<file path="src/rtl/aes_round_ctrl_pkg.sv">
// aes_ctrl_pkg: shared types and constants for the AES round sequencer.
//   state_e   - 3-bit sequencer state encoding
//   key_len_e - key length encodings as presented on key_len
//   MODE_ENC / MODE_DEC - values of the mode input
//   nr_of()   - default round count for a key length (reserved code -> 128-bit)
package aes_ctrl_pkg;

  typedef enum logic [2:0] {
    ST_IDLE = 3'd0,
    ST_KEY0 = 3'd1,
    ST_ST1  = 3'd2,
    ST_ST2  = 3'd3,
    ST_ST3  = 3'd4,
    ST_ST4  = 3'd5,
    ST_DONE = 3'd6
  } state_e;

  typedef enum logic [1:0] {
    KL_128  = 2'b00,
    KL_192  = 2'b01,
    KL_256  = 2'b10,
    KL_RSVD = 2'b11
  } key_len_e;

  localparam logic MODE_ENC = 1'b0;
  localparam logic MODE_DEC = 1'b1;

  localparam int NR_128_C = 10;
  localparam int NR_192_C = 12;
  localparam int NR_256_C = 14;

  // Round count for a key length; the reserved code behaves as 128-bit.
  function automatic logic [3:0] nr_of(input logic [1:0] key_len);
    logic [3:0] nr_v;
    case (key_len)
      KL_192:  nr_v = 4'd12;
      KL_256:  nr_v = 4'd14;
      default: nr_v = 4'd10;
    endcase
    return nr_v;
  endfunction

endpackage

</file>
<file path="src/rtl/aes_round_ctrl_if.sv">
// aes_round_ctrl_if: start/valid/ready handshake between the co-processor
// wrapper (master) and the round sequencer (slave).
//   start, mode, key_len, out_ready : wrapper -> sequencer
//   busy, out_valid                 : sequencer -> wrapper
//   abort                           : wrapper -> sequencer, only when
//                                     AES_CTRL_ABORT_EN is defined
interface aes_round_ctrl_if;

  logic       start;
  logic       mode;
  logic [1:0] key_len;
  logic       out_ready;
  logic       busy;
  logic       out_valid;
`ifdef AES_CTRL_ABORT_EN
  logic       abort;
`endif

`ifdef AES_CTRL_ABORT_EN
  modport master (output start, output mode, output key_len, output out_ready,
                  output abort, input busy, input out_valid);
  modport slave  (input start, input mode, input key_len, input out_ready,
                  input abort, output busy, output out_valid);
`else
  modport master (output start, output mode, output key_len, output out_ready,
                  input busy, input out_valid);
  modport slave  (input start, input mode, input key_len, input out_ready,
                  output busy, output out_valid);
`endif

endinterface

</file>
<file path="src/rtl/aes_round_counter.sv">
// aes_round_counter: loadable up/down round / key-schedule index counter.
//   clock, reset  : rising-edge clock, asynchronous active-high reset
//   clear         : synchronous clear to 0 (highest priority)
//   load/load_val : synchronous load
//   step/down     : count by one, downwards when down=1
//   nr            : terminal value for the eq_nr compare
//   count         : current index
//   eq_nr / eq_0  : count equals nr / count equals 0
module aes_round_counter
  import aes_ctrl_pkg::*;
#(
  parameter int CNT_W = 4
) (
  input  logic             clock,
  input  logic             reset,
  input  logic             clear,
  input  logic             load,
  input  logic [CNT_W-1:0] load_val,
  input  logic             step,
  input  logic             down,
  input  logic [CNT_W-1:0] nr,
  output logic [CNT_W-1:0] count,
  output logic             eq_nr,
  output logic             eq_0
);

  localparam logic [CNT_W-1:0] ONE_C  = CNT_W'(1);
  localparam logic [CNT_W-1:0] ZERO_C = CNT_W'(0);

  logic [CNT_W-1:0] count_r;

  // Index register: clear beats load, load beats step.
  always_ff @(posedge clock or posedge reset) begin
    if (reset) begin
      count_r <= ZERO_C;
    end else if (clear) begin
      count_r <= ZERO_C;
    end else if (load) begin
      count_r <= load_val;
    end else if (step) begin
      count_r <= down ? (count_r - ONE_C) : (count_r + ONE_C);
    end else begin
      count_r <= count_r;
    end
  end

  assign count = count_r;
  assign eq_nr = (count_r == nr);
  assign eq_0  = (count_r == ZERO_C);

endmodule

</file>
<file path="src/rtl/aes_round_ctrl.sv">
// aes_round_ctrl: unified AES encrypt/decrypt round sequencer for a shared
// 128-bit round datapath (Nr = 10/12/14 for 128/192/256-bit keys).
//   clock, reset : rising-edge clock, asynchronous active-high reset
//   hs           : handshake toward the co-processor wrapper (slave side)
//   init         : load text and key (accept cycle)
//   round_idx    : key-schedule index, constant for the whole round
//   last_round   : final (MixColumns-less) round in progress
//   mode_q       : latched mode, steers datapath muxes
//   en_key0      : initial AddRoundKey
//   en_st1..4    : stage register enables
//   en_dout      : capture final result
// Optional feature: define AES_CTRL_ABORT_EN to add hs.abort, which returns
// any non-idle state to IDLE on the next edge with enables suppressed.
module aes_round_ctrl
  import aes_ctrl_pkg::*;
#(
  parameter int CNT_W  = 4,
  parameter int NR_128 = 10,
  parameter int NR_192 = 12,
  parameter int NR_256 = 14
) (
  input  logic             clock,
  input  logic             reset,
  aes_round_ctrl_if.slave  hs,
  output logic             init,
  output logic [CNT_W-1:0] round_idx,
  output logic             last_round,
  output logic             mode_q,
  output logic             en_st1,
  output logic             en_st2,
  output logic             en_st3,
  output logic             en_st4,
  output logic             en_key0,
  output logic             en_dout
);

  localparam logic [CNT_W-1:0] ONE_C  = CNT_W'(1);
  localparam logic [CNT_W-1:0] ZERO_C = CNT_W'(0);

  state_e           state_r;
  logic             busy_r;
  logic             out_valid_r;
  logic             last_r;
  logic             mode_q_r;
  logic [CNT_W-1:0] nr_q_r;
  logic             en_key0_r;
  logic             en_st1_r;
  logic             en_st2_r;
  logic             en_st3_r;
  logic             en_st4_r;
  logic             en_dout_r;

  logic             abort_s;
  logic             abort_hit_s;
  logic             accept_s;
  logic             last_cur_s;
  logic             next_last_s;
  logic             cnt_step_s;
  logic [CNT_W-1:0] nr_in_s;
  logic [CNT_W-1:0] load_val_s;
  logic             eq_nr_s;
  logic             eq_0_s;

`ifdef AES_CTRL_ABORT_EN
  assign abort_s = hs.abort;
`else
  assign abort_s = 1'b0;
`endif

  // Abort is meaningless in IDLE, so it only counts elsewhere.
  assign abort_hit_s = abort_s & (state_r != ST_IDLE);

  // Round count implied by the key length currently on the bus.
  always_comb begin
    nr_in_s = CNT_W'(NR_128);
    case (hs.key_len)
      KL_192:  nr_in_s = CNT_W'(NR_192);
      KL_256:  nr_in_s = CNT_W'(NR_256);
      default: nr_in_s = CNT_W'(NR_128);
    endcase
  end

  // In DONE a new block is only taken once the result is consumed, and an
  // abort in the same cycle wins over start.
  assign accept_s = hs.start &
                    ((state_r == ST_IDLE) |
                     ((state_r == ST_DONE) & hs.out_ready & ~abort_s));

  assign load_val_s = (hs.mode == MODE_DEC) ? nr_in_s : ZERO_C;

  // Final round: encrypt ends at index Nr, decrypt at index 0.
  assign last_cur_s  = (mode_q_r == MODE_DEC) ? eq_0_s : eq_nr_s;
  // Looks one index ahead so last_round can be registered on round entry.
  assign next_last_s = (mode_q_r == MODE_DEC) ? (round_idx == ONE_C)
                                              : (round_idx == (nr_q_r - ONE_C));

  // Index advances when leaving KEY0 and after the last stage of a
  // non-final round (always ST4 for either direction).
  assign cnt_step_s = ~abort_hit_s &
                      ((state_r == ST_KEY0) | ((state_r == ST_ST4) & ~last_cur_s));

  aes_round_counter #(
    .CNT_W (CNT_W)
  ) u_cnt (
    .clock    (clock),
    .reset    (reset),
    .clear    (abort_hit_s),
    .load     (accept_s),
    .load_val (load_val_s),
    .step     (cnt_step_s),
    .down     (mode_q_r),
    .nr       (nr_q_r),
    .count    (round_idx),
    .eq_nr    (eq_nr_s),
    .eq_0     (eq_0_s)
  );

  // Sequencer: state plus registered per-state outputs, decided on the
  // transition into each state so they line up with it.
  always_ff @(posedge clock or posedge reset) begin
    if (reset) begin
      state_r     <= ST_IDLE;
      busy_r      <= 1'b0;
      out_valid_r <= 1'b0;
      last_r      <= 1'b0;
      mode_q_r    <= 1'b0;
      nr_q_r      <= ZERO_C;
      en_key0_r   <= 1'b0;
      en_st1_r    <= 1'b0;
      en_st2_r    <= 1'b0;
      en_st3_r    <= 1'b0;
      en_st4_r    <= 1'b0;
      en_dout_r   <= 1'b0;
    end else begin
      en_key0_r <= 1'b0;
      en_st1_r  <= 1'b0;
      en_st2_r  <= 1'b0;
      en_st3_r  <= 1'b0;
      en_st4_r  <= 1'b0;
      en_dout_r <= 1'b0;
      if (abort_hit_s) begin
        state_r     <= ST_IDLE;
        busy_r      <= 1'b0;
        out_valid_r <= 1'b0;
        last_r      <= 1'b0;
      end else begin
        case (state_r)
          ST_IDLE: begin
            if (accept_s) begin
              mode_q_r  <= hs.mode;
              nr_q_r    <= nr_in_s;
              busy_r    <= 1'b1;
              en_key0_r <= 1'b1;
              state_r   <= ST_KEY0;
            end else begin
              state_r <= ST_IDLE;
            end
          end
          ST_KEY0: begin
            en_st1_r <= 1'b1;
            last_r   <= next_last_s;
            state_r  <= ST_ST1;
          end
          ST_ST1: begin
            en_st2_r <= 1'b1;
            state_r  <= ST_ST2;
          end
          ST_ST2: begin
            if (last_cur_s) begin
              // Final round has no MixColumns: encrypt jumps to ST4,
              // decrypt finishes in ST3; both capture the result.
              en_dout_r <= 1'b1;
              state_r   <= (mode_q_r == MODE_DEC) ? ST_ST3 : ST_ST4;
            end else begin
              en_st3_r <= 1'b1;
              state_r  <= ST_ST3;
            end
          end
          ST_ST3: begin
            if ((mode_q_r == MODE_DEC) && last_cur_s) begin
              busy_r      <= 1'b0;
              out_valid_r <= 1'b1;
              last_r      <= 1'b0;
              state_r     <= ST_DONE;
            end else begin
              en_st4_r <= 1'b1;
              state_r  <= ST_ST4;
            end
          end
          ST_ST4: begin
            if (last_cur_s) begin
              busy_r      <= 1'b0;
              out_valid_r <= 1'b1;
              last_r      <= 1'b0;
              state_r     <= ST_DONE;
            end else begin
              en_st1_r <= 1'b1;
              last_r   <= next_last_s;
              state_r  <= ST_ST1;
            end
          end
          ST_DONE: begin
            if (hs.out_ready) begin
              out_valid_r <= 1'b0;
              if (accept_s) begin
                mode_q_r  <= hs.mode;
                nr_q_r    <= nr_in_s;
                busy_r    <= 1'b1;
                en_key0_r <= 1'b1;
                state_r   <= ST_KEY0;
              end else begin
                state_r <= ST_IDLE;
              end
            end else begin
              state_r <= ST_DONE;
            end
          end
          default: begin
            busy_r      <= 1'b0;
            out_valid_r <= 1'b0;
            last_r      <= 1'b0;
            state_r     <= ST_IDLE;
          end
        endcase
      end
    end
  end

  // init is the qualified accept itself; it must coincide with start.
  assign init         = accept_s & ~reset;
  assign hs.busy      = busy_r;
  assign hs.out_valid = out_valid_r;
  assign last_round   = last_r;
  assign mode_q       = mode_q_r;
  assign en_key0      = en_key0_r & ~abort_s;
  assign en_st1       = en_st1_r  & ~abort_s;
  assign en_st2       = en_st2_r  & ~abort_s;
  assign en_st3       = en_st3_r  & ~abort_s;
  assign en_st4       = en_st4_r  & ~abort_s;
  assign en_dout      = en_dout_r & ~abort_s;

endmodule

</file>
<file path="src/flat_wrapper.sv">
// flat-port wrapper written by rule: the top's interface ports become plain ports
module aes_round_ctrl_flat import aes_ctrl_pkg::*;
#(
  parameter int CNT_W  = 4,
  parameter int NR_128 = 10,
  parameter int NR_192 = 12,
  parameter int NR_256 = 14
)
  (clock, reset, init, round_idx, last_round, mode_q, en_st1, en_st2, en_st3, en_st4, en_key0, en_dout, hs_start, hs_mode, hs_key_len, hs_out_ready, hs_busy, hs_out_valid);
  aes_round_ctrl_if hs_i ();
  input  logic clock;
  input  logic reset;
  output logic init;
  output logic [CNT_W-1:0] round_idx;
  output logic last_round;
  output logic mode_q;
  output logic en_st1;
  output logic en_st2;
  output logic en_st3;
  output logic en_st4;
  output logic en_key0;
  output logic en_dout;
  input wire logic [$bits(hs_i.start)-1:0] hs_start;
  input wire logic [$bits(hs_i.mode)-1:0] hs_mode;
  input wire logic [$bits(hs_i.key_len)-1:0] hs_key_len;
  input wire logic [$bits(hs_i.out_ready)-1:0] hs_out_ready;
  output wire logic [$bits(hs_i.busy)-1:0] hs_busy;
  output wire logic [$bits(hs_i.out_valid)-1:0] hs_out_valid;
  assign hs_i.start = hs_start;
  assign hs_i.mode = hs_mode;
  assign hs_i.key_len = hs_key_len;
  assign hs_i.out_ready = hs_out_ready;
  assign hs_busy = hs_i.busy;
  assign hs_out_valid = hs_i.out_valid;
  aes_round_ctrl #(.CNT_W(CNT_W), .NR_128(NR_128), .NR_192(NR_192), .NR_256(NR_256)) u_core (.clock(clock), .reset(reset), .hs(hs_i), .init(init), .round_idx(round_idx), .last_round(last_round), .mode_q(mode_q), .en_st1(en_st1), .en_st2(en_st2), .en_st3(en_st3), .en_st4(en_st4), .en_key0(en_key0), .en_dout(en_dout));
endmodule
</file>
<file path="config.mk">
export PLATFORM = sky130hd
export DESIGN_NAME = aes_round_ctrl_flat
export DESIGN_NICKNAME = d
export VERILOG_FILES = /design/src/rtl/aes_round_ctrl_pkg.sv /design/src/rtl/aes_round_ctrl_if.sv /design/src/rtl/aes_round_counter.sv /design/src/rtl/aes_round_ctrl.sv /design/src/flat_wrapper.sv
export SDC_FILE = /design/constraint.sdc
export NUM_CORES = 1
export LEC_CHECK = 0
export ABC_AREA = 0
export CORE_MARGIN = 1
export CORE_UTILIZATION = 51
export CTS_CLUSTER_DIAMETER = 200
export DETAILED_ROUTE_END_ITERATION = 6
export HOLD_SLACK_MARGIN = 0.06
export PLACE_DENSITY_LB_ADDON = 0.2
export SLEW_MARGIN = 20
export SYNTH_ARGS = -nofsm -noshare
export SYNTH_HDL_FRONTEND = slang
export SYNTH_SLANG_ARGS = --single-unit
</file>
<file path="constraint.sdc">
create_clock -name clock -period 2.4 [get_ports clock]
set_clock_uncertainty 0.15 [all_clocks]
set_input_delay 0.24 -clock clock [delete_from_list [all_inputs] [get_ports clock]]
set_output_delay 0.24 -clock clock [all_outputs]
set_load 0.05 [all_outputs]
</file>
==> key figures <==
Run status
  • Status: finished clean

Final layout
  • Area grow syn2layout: 23.0%
  • Layout Nets: 149
  • N_diodes: 0
  • Fillers: 179
  • Final Non-Filler Cells: 164
  • Ratio of cells with drive above 1 in the final layout: 16.2%

Logic synthesis
  • Register area share after synthesis: 42.1%
  • Flops & latches, synth: 20
  • Syn avg cell area: 10.5 um^2
  • Post-synth cell types: 46
  • Cell Area, Synth: 1190 um^2
  • Post-synth EDFFs: 0
  • Post-Syn Instances: 113
  • Yosys warns: 0
  • Async SR Flop Fraction: 100%
  • Primary FF master, synth: dfrtp_1
  • Syn nets: 125

Min path
  • Hold Crit Class: input pin to asynchronous set/reset pin

Critical path
  • Critical path destination: mode_q
  • Setup crit start: u_core.mode_q
  • Crit-path slowest cell: clkdlybuf4s50_1
  • Crit start category: register
  • WP buf/inv: 1
  • Crit-path cells: clkdlybuf4s50_1
  • CP Capture Type: primary output
  • Worst Path Max Fanout: 13
  • R2r endpoint: u_core.u_cnt.count[1]
  • Worst R2R Path Depth: 7
  • Critical Path Max Stage Delay: 0.89 ns
  • WP data required: 2.01 ns
  • CP Class: register to primary output
  • CP Depth: 1
  • CP top delay family: buffers and inverters
  • Reg2reg setup slack: 0.30 ns
  • RR Startpoint: u_core.u_cnt.count[1]
  • Crit path DAT: 1.85 ns

Route
  • DR vias: 859
  • Total Wirelength: 2160 um
  • Drt pass-1 iters: 4
  • DR DRC count: 0
  • Vias/cell: 5.24
  • Final ANT Viol Nets: 0
  • Wirelength per Cell: 13.2 um
  • First DRT Iteration DRCs: 12

Placement
  • PortBufs: 21
  • Placed insts: 160
  • HPWL after DPL: 1650 um
  • GPL Wtd Cong: 0.792

STA
  • Final hold violation count: 0
  • Setup TNS: 0 ns
  • Fin crit period: 2.24 ns
  • Slew Viols, Final: 0
  • RSZ-0062 raised after global routing: false
  • Final Cycle Share: 93.1%
  • F_max: 447 MHz
  • Worst-Margin Slew: 0.502 ns
  • Setup Viol. Count Final: 0
  • Relative slew slack: 66.4%

Global route
  • Largest net degree at the start of global routing: 21
  • First-pass GRT wire length: 3860 um
  • Tot GR Track Use: 20.8%
  • GRT overflow: 0
  • Antenna violations before repair: 0
  • Vias in the first global route: 839

Pwr
  • Cell Int Power: 1.11 mW
  • Peak VDD IR: 0.00110 V
  • Clock power frac: 9.1%
  • Comb pwr share: 59.2%
  • Lkg Pwr: 0.650 nW
  • Pwr/cell area: 1480 nW/um^2
  • Switching share of power: 48.9%
  • Sw Pwr: 1.06 mW
  • Register share of total power: 31.6%

Die
  • Initial Util: 53.8%
  • Die Area: 2530 um^2
  • Placeable core area: 2210 um^2
  • Die width: 50.3 um
  • I/O pin cnt: 22
  • Die Y: 50.3 um
  • Site Rows: 17

CTS
  • Clock Pin Slew Worst Setup and Hold Paths: 0.11 ns
  • CTS Hold Buffers Added: 0
  • Clk sink count: 20
  • TritonCTS buffer count: 3
  • CTS Root Cell: clkbuf_4
  • CTS tree: yes
  • Worst skew pair latency: 0.31 ns
  • Clock Path Buffers: 2
  • H-tree depth: 1

Run
  • Max Cap Viol: 0
==> sequential cells by signal, summed over array words and instances, names as in the netlist <==
signal	cells
u_core.en_dout	1
u_core.en_key0	1
u_core.en_st1	1
u_core.en_st2	1
u_core.en_st3	1
u_core.en_st4	1
u_core.hs.busy	1
u_core.hs.out_valid	1
u_core.last_round	1
u_core.mode_q	1
u_core.nr_q_r	3
u_core.state_r	3
u_core.u_cnt.count	4
==> power by group through the flow <==
stage | registers (mW) | clock network, mW | logic, mW
final | 0.685 | 0.198 | 1.28
after global routing | 0.715 | 0.227 | 1.39
after CTS | 0.683 | 0.210 | 1.29
after detailed placement | 0.689 | 0 | 1.29
after global placement | 0.684 | 0 | 1.27
after floorplan | 0.946 | 0 | 0.713
==> what timing repair did <==
action	CTS	global route
buffers inserted	0	0
resized for setup	0	2
endpoints found under the setup margin	0	1
==> stage by stage <==
stage	worst slack [ns]	area (um^2)	hold WS, ns	utilization, %	power (mW)
CTS	0.0454	1460	0.128	66.1	2.19
finish	0.165	1460	0.134	66.2	2.17
global placement	0.248	1430	0.328	64.4	1.95
detailed placement	0.214	1430	0.340	64.4	1.98
global route	0.0753	1460	0.167	66.2	2.33
floorplan	0.138	1190	0.0590	-	1.66
==> cells in the mapped netlist, types with 2 or more instances <==
cell	instances	area share, %
dfrtp_1	20	42
ha_1	5	5.3
inv_1	10	3.2
xnor2_1	9	6.6
mux2i_1	2	1.7
nand4_1	2	1.1
nand3b_1	3	1.9
buf_6	3	2.8
and2_1	3	1.6
nand2_1	3	0.95
nor2b_1	2	1.1
nor2_1	9	2.8
o21ai_1	4	1.7
nand3_1	3	1.3
o21ai_0	2	0.84
a21oi_2	2	1.5
nand2b_1	2	1.1
==> layout by cell type (no fill, tap or decap), types with 2 or more instances in the layout <==
master,n
nand2b_1,2
xnor2_1,9
dfrtp_1,18
nand4_1,2
nand3_1,3
nor2_1,9
nor2b_1,2
nand2_1,3
ha_1,5
clkdlybuf4s50_1,20
a21oi_2,2
o21ai_1,4
o21ai_0,2
and2_1,3
nand3b_1,3
mux2i_1,2
dfrtp_2,2
clkbuf_4,3
buf_4,4
inv_1,10
==> kinds of logic after synthesis <==
| family | Yosys count | synth area share, % |
|---|---|---|
| and+or+nand+nor | 40 | 22.1 |
| DFF | 20 | 42.1 |
| AOI/OAI and AO/OA | 19 | 13.0 |
| buffers and inverters | 16 | 7.36 |
| xor gates and xnor gates | 9 | 6.62 |
| adders and majority gates | 5 | 5.26 |
| muxes | 4 | 3.58 |
==> cell type report <==
| type | count | area [um^2] | area share, % |
|---|---|---|---|
| well taps | 28 | 35.0 | 2.39 |
| clock buffers | 4 | 36.3 | 2.48 |
| inverters | 10 | 37.5 | 2.56 |
| multi-input cells | 77 | 602 | 41.1 |
| flip-flops and latches | 20 | 503 | 34.4 |
| repair buffers | 25 | 250 | 17.1 |
==> worst min path at each step <==
stage / start / to / slack, ns / cells after the start
5_1_grt: reset / u_core.hs.busy / 0.17 / 3
2_1_floorplan: reset / u_core.en_dout / 0.06 / 1
4_1_cts: reset / u_core.state_r[0] / 0.13 / 3
3_3_place_gp: u_core.hs.busy / u_core.hs.busy / 0.33 / 2
6_report: reset / u_core.state_r[0] / 0.13 / 3
3_5_place_dp: u_core.hs.busy / u_core.hs.busy / 0.34 / 2
==> per-layer routing <==
| layer | global-route usage [%] | part of all wire (%) |
|---|---|---|
| met1 | 26.9 | 45 |
| met2 | 33.3 | 50 |
| met3 | 3.94 | 4.1 |
| met4 | 9.72 | 1.6 |
| met5 | 0 | 0 |
Power figures use the tool's default switching activity.
